$ cat config.mk
export PLATFORM = sky130hd
export DESIGN_NAME = inst_queue
export DESIGN_NICKNAME = d
export VERILOG_FILES = /design/src/rtl/inst_queue.sv
export SDC_FILE = /design/constraint.sdc
export NUM_CORES = 1
export LEC_CHECK = 0
export BUFFER_PORTS_ARGS = -buffer_cell sky130_fd_sc_hd__buf_2
export CELL_PAD_IN_SITES_DETAIL_PLACEMENT = 1
export CELL_PAD_IN_SITES_GLOBAL_PLACEMENT = 1
export CORE_MARGIN = 1
export CORE_UTILIZATION = 45
export CTS_BUF_LIST = sky130_fd_sc_hd__clkbuf_8
export DETAILED_ROUTE_END_ITERATION = 10
export PLACE_DENSITY = 0.74
export SETUP_SLACK_MARGIN = 0.02
export SLEW_MARGIN = 20
export SYNTH_ARGS = -nofsm -noshare
export SYNTH_HDL_FRONTEND = slang
export SYNTH_SLANG_ARGS = --single-unit
export TNS_END_PERCENT = 10
$ cat constraint.sdc
create_clock -name clk -period 4.6 [get_ports clk]
set_input_delay 0.23 -clock clk [delete_from_list [all_inputs] [get_ports clk]]
set_output_delay 0.23 -clock clk [all_outputs]
set_load 0.05 [all_outputs]
$ cat src/rtl/inst_queue.sv
// inst_queue: fetch-to-decode instruction FIFO of {pc, inst} pairs.
// First-word-fall-through head; a zero pc/inst bubble is shown when empty.
// flush or br_e empties the queue in one cycle; rst has priority over both.
module inst_queue #(
  parameter int DEPTH    = 4,
  parameter int PC_W     = 32,
  parameter int INST_W   = 32,
  parameter int AFULL_TH = DEPTH - 1
) (
  input  logic                         clk,
  input  logic                         rst,
  input  logic                         flush,
  input  logic                         br_e,
  input  logic                         in_valid,
  input  logic [PC_W-1:0]              in_pc,
  input  logic [INST_W-1:0]            in_inst,
  output logic                         in_ready,
  output logic                         afull,
  input  logic                         out_ready,
  output logic                         out_valid,
  output logic [PC_W-1:0]              out_pc,
  output logic [INST_W-1:0]            out_inst,
  output logic [$clog2(DEPTH+1)-1:0]   count
);

  localparam int PW = $clog2(DEPTH);
  localparam int CW = $clog2(DEPTH + 1);
  localparam int W  = PC_W + INST_W;

  localparam logic [CW-1:0] FULL_C = CW'(DEPTH);
  localparam logic [CW-1:0] TH_C   = CW'(AFULL_TH);

  logic [W-1:0]  mem [DEPTH];
  logic [PW-1:0] wr_ptr;
  logic [PW-1:0] rd_ptr;
  logic [W-1:0]  head;
  logic          kill;
  logic          push;
  logic          pop;

  // Status flags depend only on registered occupancy, never on inputs.
  assign in_ready  = (count != FULL_C);
  assign out_valid = (count != '0);
  assign afull     = (count >= TH_C);

  // A kill discards any same-cycle beat and blocks the pop.
  assign kill = flush | br_e;
  assign push = in_valid & in_ready & ~kill;
  assign pop  = out_valid & out_ready & ~kill;

  // Storage array: written on accepted beats only, never cleared.
  always_ff @(posedge clk) begin
    if (push) begin
      mem[wr_ptr] <= {in_pc, in_inst};
    end
  end

  // Pointers and occupancy; reset outranks kill, kill outranks push/pop.
  always_ff @(posedge clk) begin
    if (rst) begin
      wr_ptr <= '0;
      rd_ptr <= '0;
      count  <= '0;
    end else if (kill) begin
      wr_ptr <= '0;
      rd_ptr <= '0;
      count  <= '0;
    end else begin
      if (push) begin
        wr_ptr <= wr_ptr + PW'(1);
      end
      if (pop) begin
        rd_ptr <= rd_ptr + PW'(1);
      end
      count <= count + CW'(push) - CW'(pop);
    end
  end

  // Head view: entry at rd_ptr when occupied, zero bubble otherwise.
  assign head     = mem[rd_ptr];
  assign out_pc   = out_valid ? head[W-1:INST_W]  : '0;
  assign out_inst = out_valid ? head[INST_W-1:0]  : '0;

endmodule
==> results of run 1 <==
-- final cells by class --
cell class,instances,area (sq um)
Timing Repair Buffer,206,1360
Clock buffer,46,633
Antenna cell,1,2.50
Fill cell,2027,9500
Tap cell,280,350
Multi-Input combinational cell,164,2140
Inverter,9,33.8
Clock inverter,32,129
Sequential cell,265,7880
-- how the worst max path moves through the flow --
stage	cells past startpoint	slack (ns)	to	from
6_report	4	1.58	out_inst[14]	register
5_1_grt	4	1.34	out_inst[17]	register
4_1_cts	4	1.46	out_inst[17]	register
3_5_place_dp	10	1.92	count[2]	count[1]
3_3_place_gp	3	2.02	mem[1][5]	count[1]
2_1_floorplan	3	1.32	mem[0][0]	count[1]
-- Yosys cell counts --
library cell	n
sky130_fd_sc_hd__nor3b_1	1
sky130_fd_sc_hd__nor2_1	6
sky130_fd_sc_hd__xor2_1	3
sky130_fd_sc_hd__inv_1	9
sky130_fd_sc_hd__o21ai_0	3
sky130_fd_sc_hd__and2_1	68
sky130_fd_sc_hd__buf_6	1
sky130_fd_sc_hd__a21oi_1	2
sky130_fd_sc_hd__mux4_1	4
sky130_fd_sc_hd__ha_1	7
sky130_fd_sc_hd__buf_2	6
sky130_fd_sc_hd__nand3_1	2
sky130_fd_sc_hd__o311ai_0	1
sky130_fd_sc_hd__fa_1	1
sky130_fd_sc_hd__o31ai_1	1
sky130_fd_sc_hd__clkbuf_2	1
sky130_fd_sc_hd__nor4_1	1
sky130_fd_sc_hd__dfxtp_1	9
sky130_fd_sc_hd__edfxtp_1	256
sky130_fd_sc_hd__clkbuf_1	8
sky130_fd_sc_hd__or3_1	2
sky130_fd_sc_hd__buf_12	6
sky130_fd_sc_hd__mux4_2	60
sky130_fd_sc_hd__nor3_1	1
sky130_fd_sc_hd__nand2_1	1
-- cells by family after synthesis --
family / Yosys count
AO/OA/AOI/OAI: 7
AND/OR/NAND/NOR: 82
flip-flops: 265
XOR/XNOR: 3
adder cells (fa/ha/maj): 8
buffers and inverters: 31
multiplexers: 64
-- worst max-delay path, delay by kind of cell, from the launching register on --
family                 cells  cell delay (ns)
DFF                        1             0.88
and+or+nand+nor            1             0.19
muxes                      1             0.54
buffers and inverters      2             0.60
-- power by group through the flow --
stage	clock network, mW	registers, mW	logic [mW]
after floorplan	0	2.72	0.0482
after global placement	0	2.72	0.113
after detailed placement	0	2.72	0.122
after CTS	1.86	2.67	0.166
after global routing	1.97	2.67	0.178
final	1.83	2.67	0.165
-- state kept, by name, indices dropped and copies added (netlist names), named ones only --
register,flops
wr_ptr,2
count,3
mem,256
rd_ptr,2
-- layer usage --
| layer | vias up | share of wire (%) | GRT usage (%) |
|---|---|---|---|
| met5 | - | 0 | 0 |
| met4 | 0 | 1.3 | 5.63 |
| met3 | 27 | 5.3 | 4.07 |
| met2 | 160 | 53 | 34.5 |
| met1 | 2725 | 40 | 24.0 |
| li1 | 2328 | - | - |
-- through the flow --
stage	util (%)	hold slack [ns]	power, mW	instance area (sq um)
floorplan	-	0.329	2.77	10200
global placement	50.4	0.439	2.83	11100
detailed placement	50.4	0.448	2.85	11100
CTS	56.8	0.105	4.70	12500
global route	56.9	0.139	4.82	12500
finish	56.9	0.121	4.67	12500
-- repair_timing --
| item | in CTS | in global routing |
|---|---|---|
| hold buffers | 65 | 0 |
| endpoints found under the hold margin | 258 | 0 |
| buffers inserted | 0 | 0 |
==> report_table.html, run 1 <==
<table>
<tr><th>Metric</th><th>Value</th></tr>
<tr><th colspan="2">Status</th></tr>
<tr><td>Status</td><td>complete, but fails checks</td></tr>
<tr><td>Failing checks</td><td>DRC</td></tr>
<tr><th colspan="2">STA</th></tr>
<tr><td>Worst relative slew slack</td><td>31.8%</td></tr>
<tr><td>Max-slew violation total from the final report</td><td>0</td></tr>
<tr><td>Setup repair after global routing missed its margin</td><td>no</td></tr>
<tr><td>Final setup skew</td><td>0.0226 ns</td></tr>
<tr><td>Final setup viols</td><td>0</td></tr>
<tr><td>Final cycle utilization of the critical path</td><td>65.8%</td></tr>
<tr><td>Smallest setup slack after layout</td><td>1.58 ns</td></tr>
<tr><td>Least-Margin Pin Slew</td><td>1.02 ns</td></tr>
<tr><td>Achievable frequency</td><td>0.331 GHz</td></tr>
<tr><td>Final critical delay including setup and external delays</td><td>3.02 ns</td></tr>
<tr><td>Final TNS setup</td><td>0 ns</td></tr>
<tr><td>Count of endpoints failing hold in the final timing report</td><td>0</td></tr>
<tr><th colspan="2">Yosys</th></tr>
<tr><td>Flip-flop and latch count after synthesis</td><td>265</td></tr>
<tr><td>Net Count, Synth</td><td>538</td></tr>
<tr><td>Post-synthesis share of cell area spent on full adders, half adders and majority gates</td><td>1.05%</td></tr>
<tr><td>Simple-gate share of the synthesized area</td><td>4.82%</td></tr>
<tr><td>Total standard cell area after synthesis</td><td>10200 sq um</td></tr>
<tr><td>Synthesis warning total</td><td>0</td></tr>
<tr><td>Top post-synthesis cells by area</td><td>sky130_fd_sc_hd__edfxtp_1 (75%), sky130_fd_sc_hd__mux4_2 (13%), sky130_fd_sc_hd__and2_1 (4.2%)</td></tr>
<tr><td>Dominant combinational cell family by area after synthesis</td><td>multiplexers</td></tr>
<tr><td>Sequential-to-total area share from yosys stat</td><td>77.0%</td></tr>
<tr><td>Average cell area after synthesis</td><td>22.2 sq um</td></tr>
<tr><td>Area share of xor/xnor cells in the synthesized design</td><td>0.257%</td></tr>
<tr><td>Complex-gate fraction of the synthesized area</td><td>0.404%</td></tr>
<tr><td>Share of synthesized area spent on multiplexers</td><td>14.2%</td></tr>
<tr><td>Count of mapped cells out of synthesis</td><td>460</td></tr>
<tr><td>Cell type with the largest total area after synthesis</td><td>sky130_fd_sc_hd__edfxtp_1</td></tr>
<tr><td>Distinct cell type count of the synthesized netlist</td><td>25</td></tr>
<tr><td>Area fraction of the dominant cell type after synthesis</td><td>75.2%</td></tr>
<tr><th colspan="2">Setup path</th></tr>
<tr><td>Slowest stage cell on the critical path</td><td>sky130_fd_sc_hd__dfxtp_4</td></tr>
<tr><td>Worst path required time</td><td>4.37 ns</td></tr>
<tr><td>Largest stage delay on the critical path</td><td>0.88 ns</td></tr>
<tr><td>Capture point of the worst reg-to-reg path</td><td>count[2]</td></tr>
<tr><td>Worst reg2reg setup slack</td><td>1.88 ns</td></tr>
<tr><td>Launching point of the worst reg2reg path</td><td>count[1]</td></tr>
<tr><td>Start-to-end type of the worst setup path</td><td>reg -&gt; out</td></tr>
<tr><td>Cell breakdown of the critical path</td><td>buf_4 -&gt; mux4_2 -&gt; and2_1 -&gt; buf_2</td></tr>
<tr><td>Critical path data arrival time</td><td>2.79 ns</td></tr>
<tr><td>Worst reg2reg path depth</td><td>10</td></tr>
<tr><td>Kind of start point of the critical path</td><td>register</td></tr>
<tr><td>Crit path capture type</td><td>output pin</td></tr>
<tr><td>Largest fanout of any net on the critical path</td><td>41</td></tr>
<tr><th colspan="2">Finish</th></tr>
<tr><td>Most frequent cells in the layout</td><td>sky130_fd_sc_hd__edfxtp_1 (256), sky130_fd_sc_hd__buf_2 (139), sky130_fd_sc_hd__dlygate4sd3_1 (65)</td></tr>
<tr><td>Final #Nets</td><td>767</td></tr>
<tr><td>Final std cells w/o fill</td><td>1003</td></tr>
<tr><td>Fraction of final layout cells sized beyond drive strength 1</td><td>35.9%</td></tr>
<tr><td>Most common cell after layout, fill and taps aside</td><td>sky130_fd_sc_hd__edfxtp_1</td></tr>
<tr><td>Area added between synthesis and finish</td><td>22.5%</td></tr>
<tr><th colspan="2">Floorplanning</th></tr>
<tr><td>Core region area</td><td>22000 sq um</td></tr>
<tr><td>Height of the die</td><td>153 microns</td></tr>
<tr><td>Area enclosed by the die boundary</td><td>23300 sq um</td></tr>
<tr><td>IO Pins</td><td>140</td></tr>
<tr><td>Effective utilization at floorplan</td><td>46.4%</td></tr>
<tr><td>Number of placement rows</td><td>54</td></tr>
<tr><td>Horiz. Die Dim</td><td>153 microns</td></tr>
<tr><th colspan="2">Route</th></tr>
<tr><td>DRC violation count after routing</td><td>3</td></tr>
<tr><td>Vias</td><td>5240</td></tr>
<tr><td>Initial drt markers</td><td>288</td></tr>
<tr><td>Post-DR vias/cell</td><td>5.22</td></tr>
<tr><td>DR pass1 iterations</td><td>9</td></tr>
<tr><td>Average wire per standard cell</td><td>21.8 microns</td></tr>
<tr><td>DRT Wirelength</td><td>21800 microns</td></tr>
<tr><td>Post-detailed-route count of antenna-violating nets</td><td>0</td></tr>
<tr><th colspan="2">Placement</th></tr>
<tr><td>Worst setup slack after placement</td><td>1.92 ns</td></tr>
<tr><td># placed instances</td><td>859</td></tr>
<tr><td>Placed wire-length estimate</td><td>12200 microns</td></tr>
<tr><td>RD Place Congestion</td><td>0.701</td></tr>
<tr><td>Total of buffers placed on input and output ports</td><td>139</td></tr>
<tr><th colspan="2">Power and ir drop</th></tr>
<tr><td>PD cells</td><td>373 nW/um^2</td></tr>
<tr><td>Comb power frac</td><td>3.5%</td></tr>
<tr><td>Flop pwr share</td><td>57.3%</td></tr>
<tr><td>VDD IR-drop max</td><td>0.207 mV</td></tr>
<tr><td>Share of power burned in the clock network</td><td>39.2%</td></tr>
<tr><td>Leakage power summed over all cells</td><td>4.43 nW</td></tr>
<tr><td>Switching power of the nets</td><td>0.998 mW</td></tr>
<tr><td>Net switching share of the total power</td><td>21.4%</td></tr>
<tr><td>Cell Int Power</td><td>3.67 mW</td></tr>
<tr><th colspan="2">GRT</th></tr>
<tr><td>Global route overflow</td><td>0</td></tr>
<tr><td>Antenna violations before repair</td><td>1</td></tr>
<tr><td>GR Util All Layers</td><td>19.4%</td></tr>
<tr><td>Wire length of the first global-routing pass</td><td>34200 microns</td></tr>
<tr><td>Number of global-route vias before repair</td><td>6031</td></tr>
<tr><td>Pin count of the biggest net entering global routing</td><td>66</td></tr>
<tr><th colspan="2">Clock network</th></tr>
<tr><td>CTS tree</td><td>yes</td></tr>
<tr><td>Post-CTS sizing</td><td>0</td></tr>
<tr><td>Number of clock sinks</td><td>265</td></tr>
<tr><td>Deepest clock path buffer count</td><td>3</td></tr>
<tr><td>Clock latency of the later-clocked register in the worst-skew pair</td><td>0.54 ns</td></tr>
<tr><td>Clock buffer count from CTS</td><td>43</td></tr>
<tr><td>Clock H-tree levels</td><td>2</td></tr>
<tr><td>Reg clk slew, reported paths</td><td>0.06 ns</td></tr>
<tr><td>Clock root buffer</td><td>sky130_fd_sc_hd__clkbuf_8</td></tr>
<tr><th colspan="2">Hold path</th></tr>
<tr><td>Instance count along the most critical hold path</td><td>4</td></tr>
<tr><td>Origin of the worst min-delay path</td><td>out_ready</td></tr>
<tr><td>Tightest Hold Check Type</td><td>in -&gt; reg</td></tr>
<tr><td>Worst min-delay path endpoint</td><td>rd_ptr[0]</td></tr>
<tr><th colspan="2">Job</th></tr>
<tr><td>Number of max-cap violations</td><td>0</td></tr>
</table>
Power figures use the tool's default switching activity.
==> inputs of run 2 (changes only) <==
--- a/config.mk
+++ b/config.mk
@@ -12,7 +12,7 @@
 export CORE_UTILIZATION = 45
 export CTS_BUF_LIST = sky130_fd_sc_hd__clkbuf_8
 export DETAILED_ROUTE_END_ITERATION = 10
-export PLACE_DENSITY = 0.74
+export PLACE_DENSITY = 0.77
 export SETUP_SLACK_MARGIN = 0.02
 export SLEW_MARGIN = 20
 export SYNTH_ARGS = -nofsm -noshare
==> constraint.sdc (replaced) <==
create_clock -name clk -period 2.7 [get_ports clk]
set_input_delay 0.135 -clock clk [delete_from_list [all_inputs] [get_ports clk]]
set_output_delay 0.135 -clock clk [all_outputs]
set_load 0.05 [all_outputs]
==> report_table.html, run 2 (same netlist as run 1, synthesis figures left out) <==
<table>
<tr><th>Metric</th><th>Value</th></tr>
<tr><th colspan="2">Status</th></tr>
<tr><td>Status</td><td>complete, but fails checks</td></tr>
<tr><td>Failing checks</td><td>DRC</td></tr>
<tr><th colspan="2">Placement</th></tr>
<tr><td>RD Place Congestion</td><td>0.701 (about the same)</td></tr>
<tr><td>Post-DP Area</td><td>11300 sq um (+1.6%)</td></tr>
<tr><td># placed instances</td><td>871 (+1.4%)</td></tr>
<tr><td>Placed wire-length estimate</td><td>12400 microns (+1.7%)</td></tr>
<tr><td>Worst setup slack after placement</td><td>0.403 ns (-1.52 ns)</td></tr>
<tr><td>Total of buffers placed on input and output ports</td><td>139 (unchanged)</td></tr>
<tr><th colspan="2">STA</th></tr>
<tr><td>Final cycle utilization of the critical path</td><td>87.9%</td></tr>
<tr><td>Count of endpoints failing hold in the final timing report</td><td>0 (unchanged)</td></tr>
<tr><td>Post-Route Hold Slack</td><td>0.0493 ns (-0.0714 ns)</td></tr>
<tr><td>Setup repair after global routing missed its margin</td><td>no</td></tr>
<tr><td>Least-Margin Pin Slew</td><td>0.488 ns (-0.535 ns)</td></tr>
<tr><td>Final setup viols</td><td>0 (unchanged)</td></tr>
<tr><td>Max-slew violation total from the final report</td><td>0 (unchanged)</td></tr>
<tr><td>Worst relative slew slack</td><td>67.1% (+35 points)</td></tr>
<tr><td>Final setup skew</td><td>0.0294 ns (+0.00683 ns)</td></tr>
<tr><td>Smallest setup slack after layout</td><td>0.327 ns (-1.25 ns)</td></tr>
<tr><td>Final critical delay including setup and external delays</td><td>2.37 ns</td></tr>
<tr><td>Achievable frequency</td><td>0.421 GHz</td></tr>
<tr><th colspan="2">Finish</th></tr>
<tr><td>Fraction of final layout cells sized beyond drive strength 1</td><td>37.3% (+1.4 points)</td></tr>
<tr><td>Flip-flop count of the largest register, all copies and words added</td><td>256 (unchanged)</td></tr>
<tr><td>Area added between synthesis and finish</td><td>24.8%</td></tr>
<tr><td>Biggest regs</td><td>mem: 256 flops, count: 3 flops</td></tr>
<tr><td>Final instance area</td><td>12800 sq um (+1.8%)</td></tr>
<tr><td>Most frequent cells in the layout</td><td>sky130_fd_sc_hd__edfxtp_1 (256), sky130_fd_sc_hd__buf_2 (139), sky130_fd_sc_hd__dlygate4sd3_1 (65)</td></tr>
<tr><td>Final #Nets</td><td>786 (+2.5%)</td></tr>
<tr><td>Final std cells w/o fill</td><td>1021 (+1.8%)</td></tr>
<tr><td>Most common cell after layout, fill and taps aside</td><td>sky130_fd_sc_hd__edfxtp_1</td></tr>
<tr><td>Top register by number of flip-flops</td><td>mem</td></tr>
<tr><th colspan="2">Route</th></tr>
<tr><td>Initial drt markers</td><td>240 (-17%)</td></tr>
<tr><td>Average wire per standard cell</td><td>21.0 microns (-3.4%)</td></tr>
<tr><td>Post-detailed-route count of antenna-violating nets</td><td>0 (unchanged)</td></tr>
<tr><td>DRT Wirelength</td><td>21500 microns (-1.7%)</td></tr>
<tr><td>Vias</td><td>5264 (+0.46%)</td></tr>
<tr><td>DRC violation count after routing</td><td>3 (unchanged)</td></tr>
<tr><td>DR pass1 iterations</td><td>9 (unchanged)</td></tr>
<tr><td>Post-DR vias/cell</td><td>5.16 (-1.3%)</td></tr>
<tr><th colspan="2">Setup path</th></tr>
<tr><td>Worst path required time</td><td>2.57 ns (-1.80 ns)</td></tr>
<tr><td>Critical path data arrival time</td><td>2.24 ns (-0.55 ns)</td></tr>
<tr><td>Start-to-end type of the worst setup path</td><td>reg -&gt; out</td></tr>
<tr><td>Crit path capture type</td><td>output pin</td></tr>
<tr><td>Kind of start point of the critical path</td><td>register</td></tr>
<tr><td>Largest fanout of any net on the critical path</td><td>24 (-41%)</td></tr>
<tr><th colspan="2">GRT</th></tr>
<tr><td>Antenna violations before repair</td><td>1 (unchanged)</td></tr>
<tr><td>Pin count of the biggest net entering global routing</td><td>65 (-1.5%)</td></tr>
<tr><td>Number of global-route vias before repair</td><td>5993 (-0.63%)</td></tr>
<tr><td>Global route overflow</td><td>0 (unchanged)</td></tr>
<tr><td>GR Util All Layers</td><td>18.7% (-0.68 points)</td></tr>
<tr><td>Wire length of the first global-routing pass</td><td>33200 microns (-2.9%)</td></tr>
<tr><th colspan="2">Job</th></tr>
<tr><td>Number of max-cap violations</td><td>0 (unchanged)</td></tr>
<tr><th colspan="2">Clock network</th></tr>
<tr><td>Clock latency of the later-clocked register in the worst-skew pair</td><td>0.55 ns (about the same)</td></tr>
<tr><td>CTS tree</td><td>yes</td></tr>
<tr><td>Post-CTS sizing</td><td>0 (unchanged)</td></tr>
<tr><td>Deepest clock path buffer count</td><td>3 (unchanged)</td></tr>
<tr><td>Clock root buffer</td><td>sky130_fd_sc_hd__clkbuf_8</td></tr>
<tr><td>Clock buffer count from CTS</td><td>43 (unchanged)</td></tr>
<tr><td>Reg clk slew, reported paths</td><td>0.06 ns (about the same)</td></tr>
<tr><td>Clock H-tree levels</td><td>2 (unchanged)</td></tr>
<tr><td>Number of clock sinks</td><td>265 (unchanged)</td></tr>
<tr><th colspan="2">Floorplanning</th></tr>
<tr><td>IO Pins</td><td>140 (unchanged)</td></tr>
<tr><td>Number of placement rows</td><td>54 (unchanged)</td></tr>
<tr><td>Effective utilization at floorplan</td><td>46.4% (unchanged)</td></tr>
<tr><td>Area enclosed by the die boundary</td><td>23300 sq um (unchanged)</td></tr>
<tr><td>Height of the die</td><td>153 microns (unchanged)</td></tr>
<tr><td>Horiz. Die Dim</td><td>153 microns (unchanged)</td></tr>
<tr><td>Core region area</td><td>22000 sq um (unchanged)</td></tr>
<tr><th colspan="2">Power and ir drop</th></tr>
<tr><td>VDD IR-drop max</td><td>0.422 mV (+100%)</td></tr>
<tr><td>PD cells</td><td>623 nW/um^2 (+67%)</td></tr>
<tr><td>Power, Total</td><td>7.95 mW (+70%)</td></tr>
<tr><td>Leakage power summed over all cells</td><td>4.57 nW (+3.1%)</td></tr>
<tr><th colspan="2">Hold path</th></tr>
<tr><td>Tightest Hold Check Type</td><td>in -&gt; reg</td></tr>
</table>
==> run 2: layout make-up <==
class	count	area [sq um]
diodes	1	2.50
clock buffers	44	606
flip-flops and latches	265	7880
well taps	280	350
fillers	2019	9270
clock inverters	33	161
inverters	9	33.8
repair buffers	225	1590
multi-input cells	164	2140
==> run 2: worst max-delay path, cell delays in order, from the launching register on <==
cell and delay [ns]:
sky130_fd_sc_hd__dfxtp_4 0.61, sky130_fd_sc_hd__buf_4 0.33, sky130_fd_sc_hd__mux4_2 0.34, sky130_fd_sc_hd__and2_1 0.20, sky130_fd_sc_hd__buf_2 0.22
==> run 2: where the power goes <==
group | internal [mW] | switching [mW]
combinational | 0.139 | 0.141
sequential | 4.54 | 0.00910
clock | 1.61 | 1.51
==> run 2: layer usage <==
layer  up-vias  global-route usage, %  share of wire [%]
li1       2364                      -                  -
met1      2720                   23.2                 42
met3        37                   4.07                4.4
met2       143                   32.9                 51
met4         0                   5.77                1.7
met5         -                      0                  0
==> run 2: metrics by stage <==
stage                     util [%]  TNS (ns)
after floorplan                  -   -110.95
after global placement        51.2         0
after detailed placement      51.2         0
after CTS                     57.7         0
after global routing          57.9         0
final                         57.9         0
==> run 2: repair_timing <==
action / CTS / global route
endpoints found under the setup margin: 0 / 1
hold buffers: 65 / 0
buffers inserted: 0 / 7
endpoints found under the hold margin: 258 / 0
==> run 2: path summary, 6_finish.rpt <==
kind                  end  cells after the start  slack, ns      start
min             rd_ptr[0]                      4       0.05  out_ready
max reg2reg      count[1]                     10       0.34   count[1]
max          out_inst[25]                      4       0.33   register
min reg2reg     wr_ptr[0]                      2       0.53  wr_ptr[0]
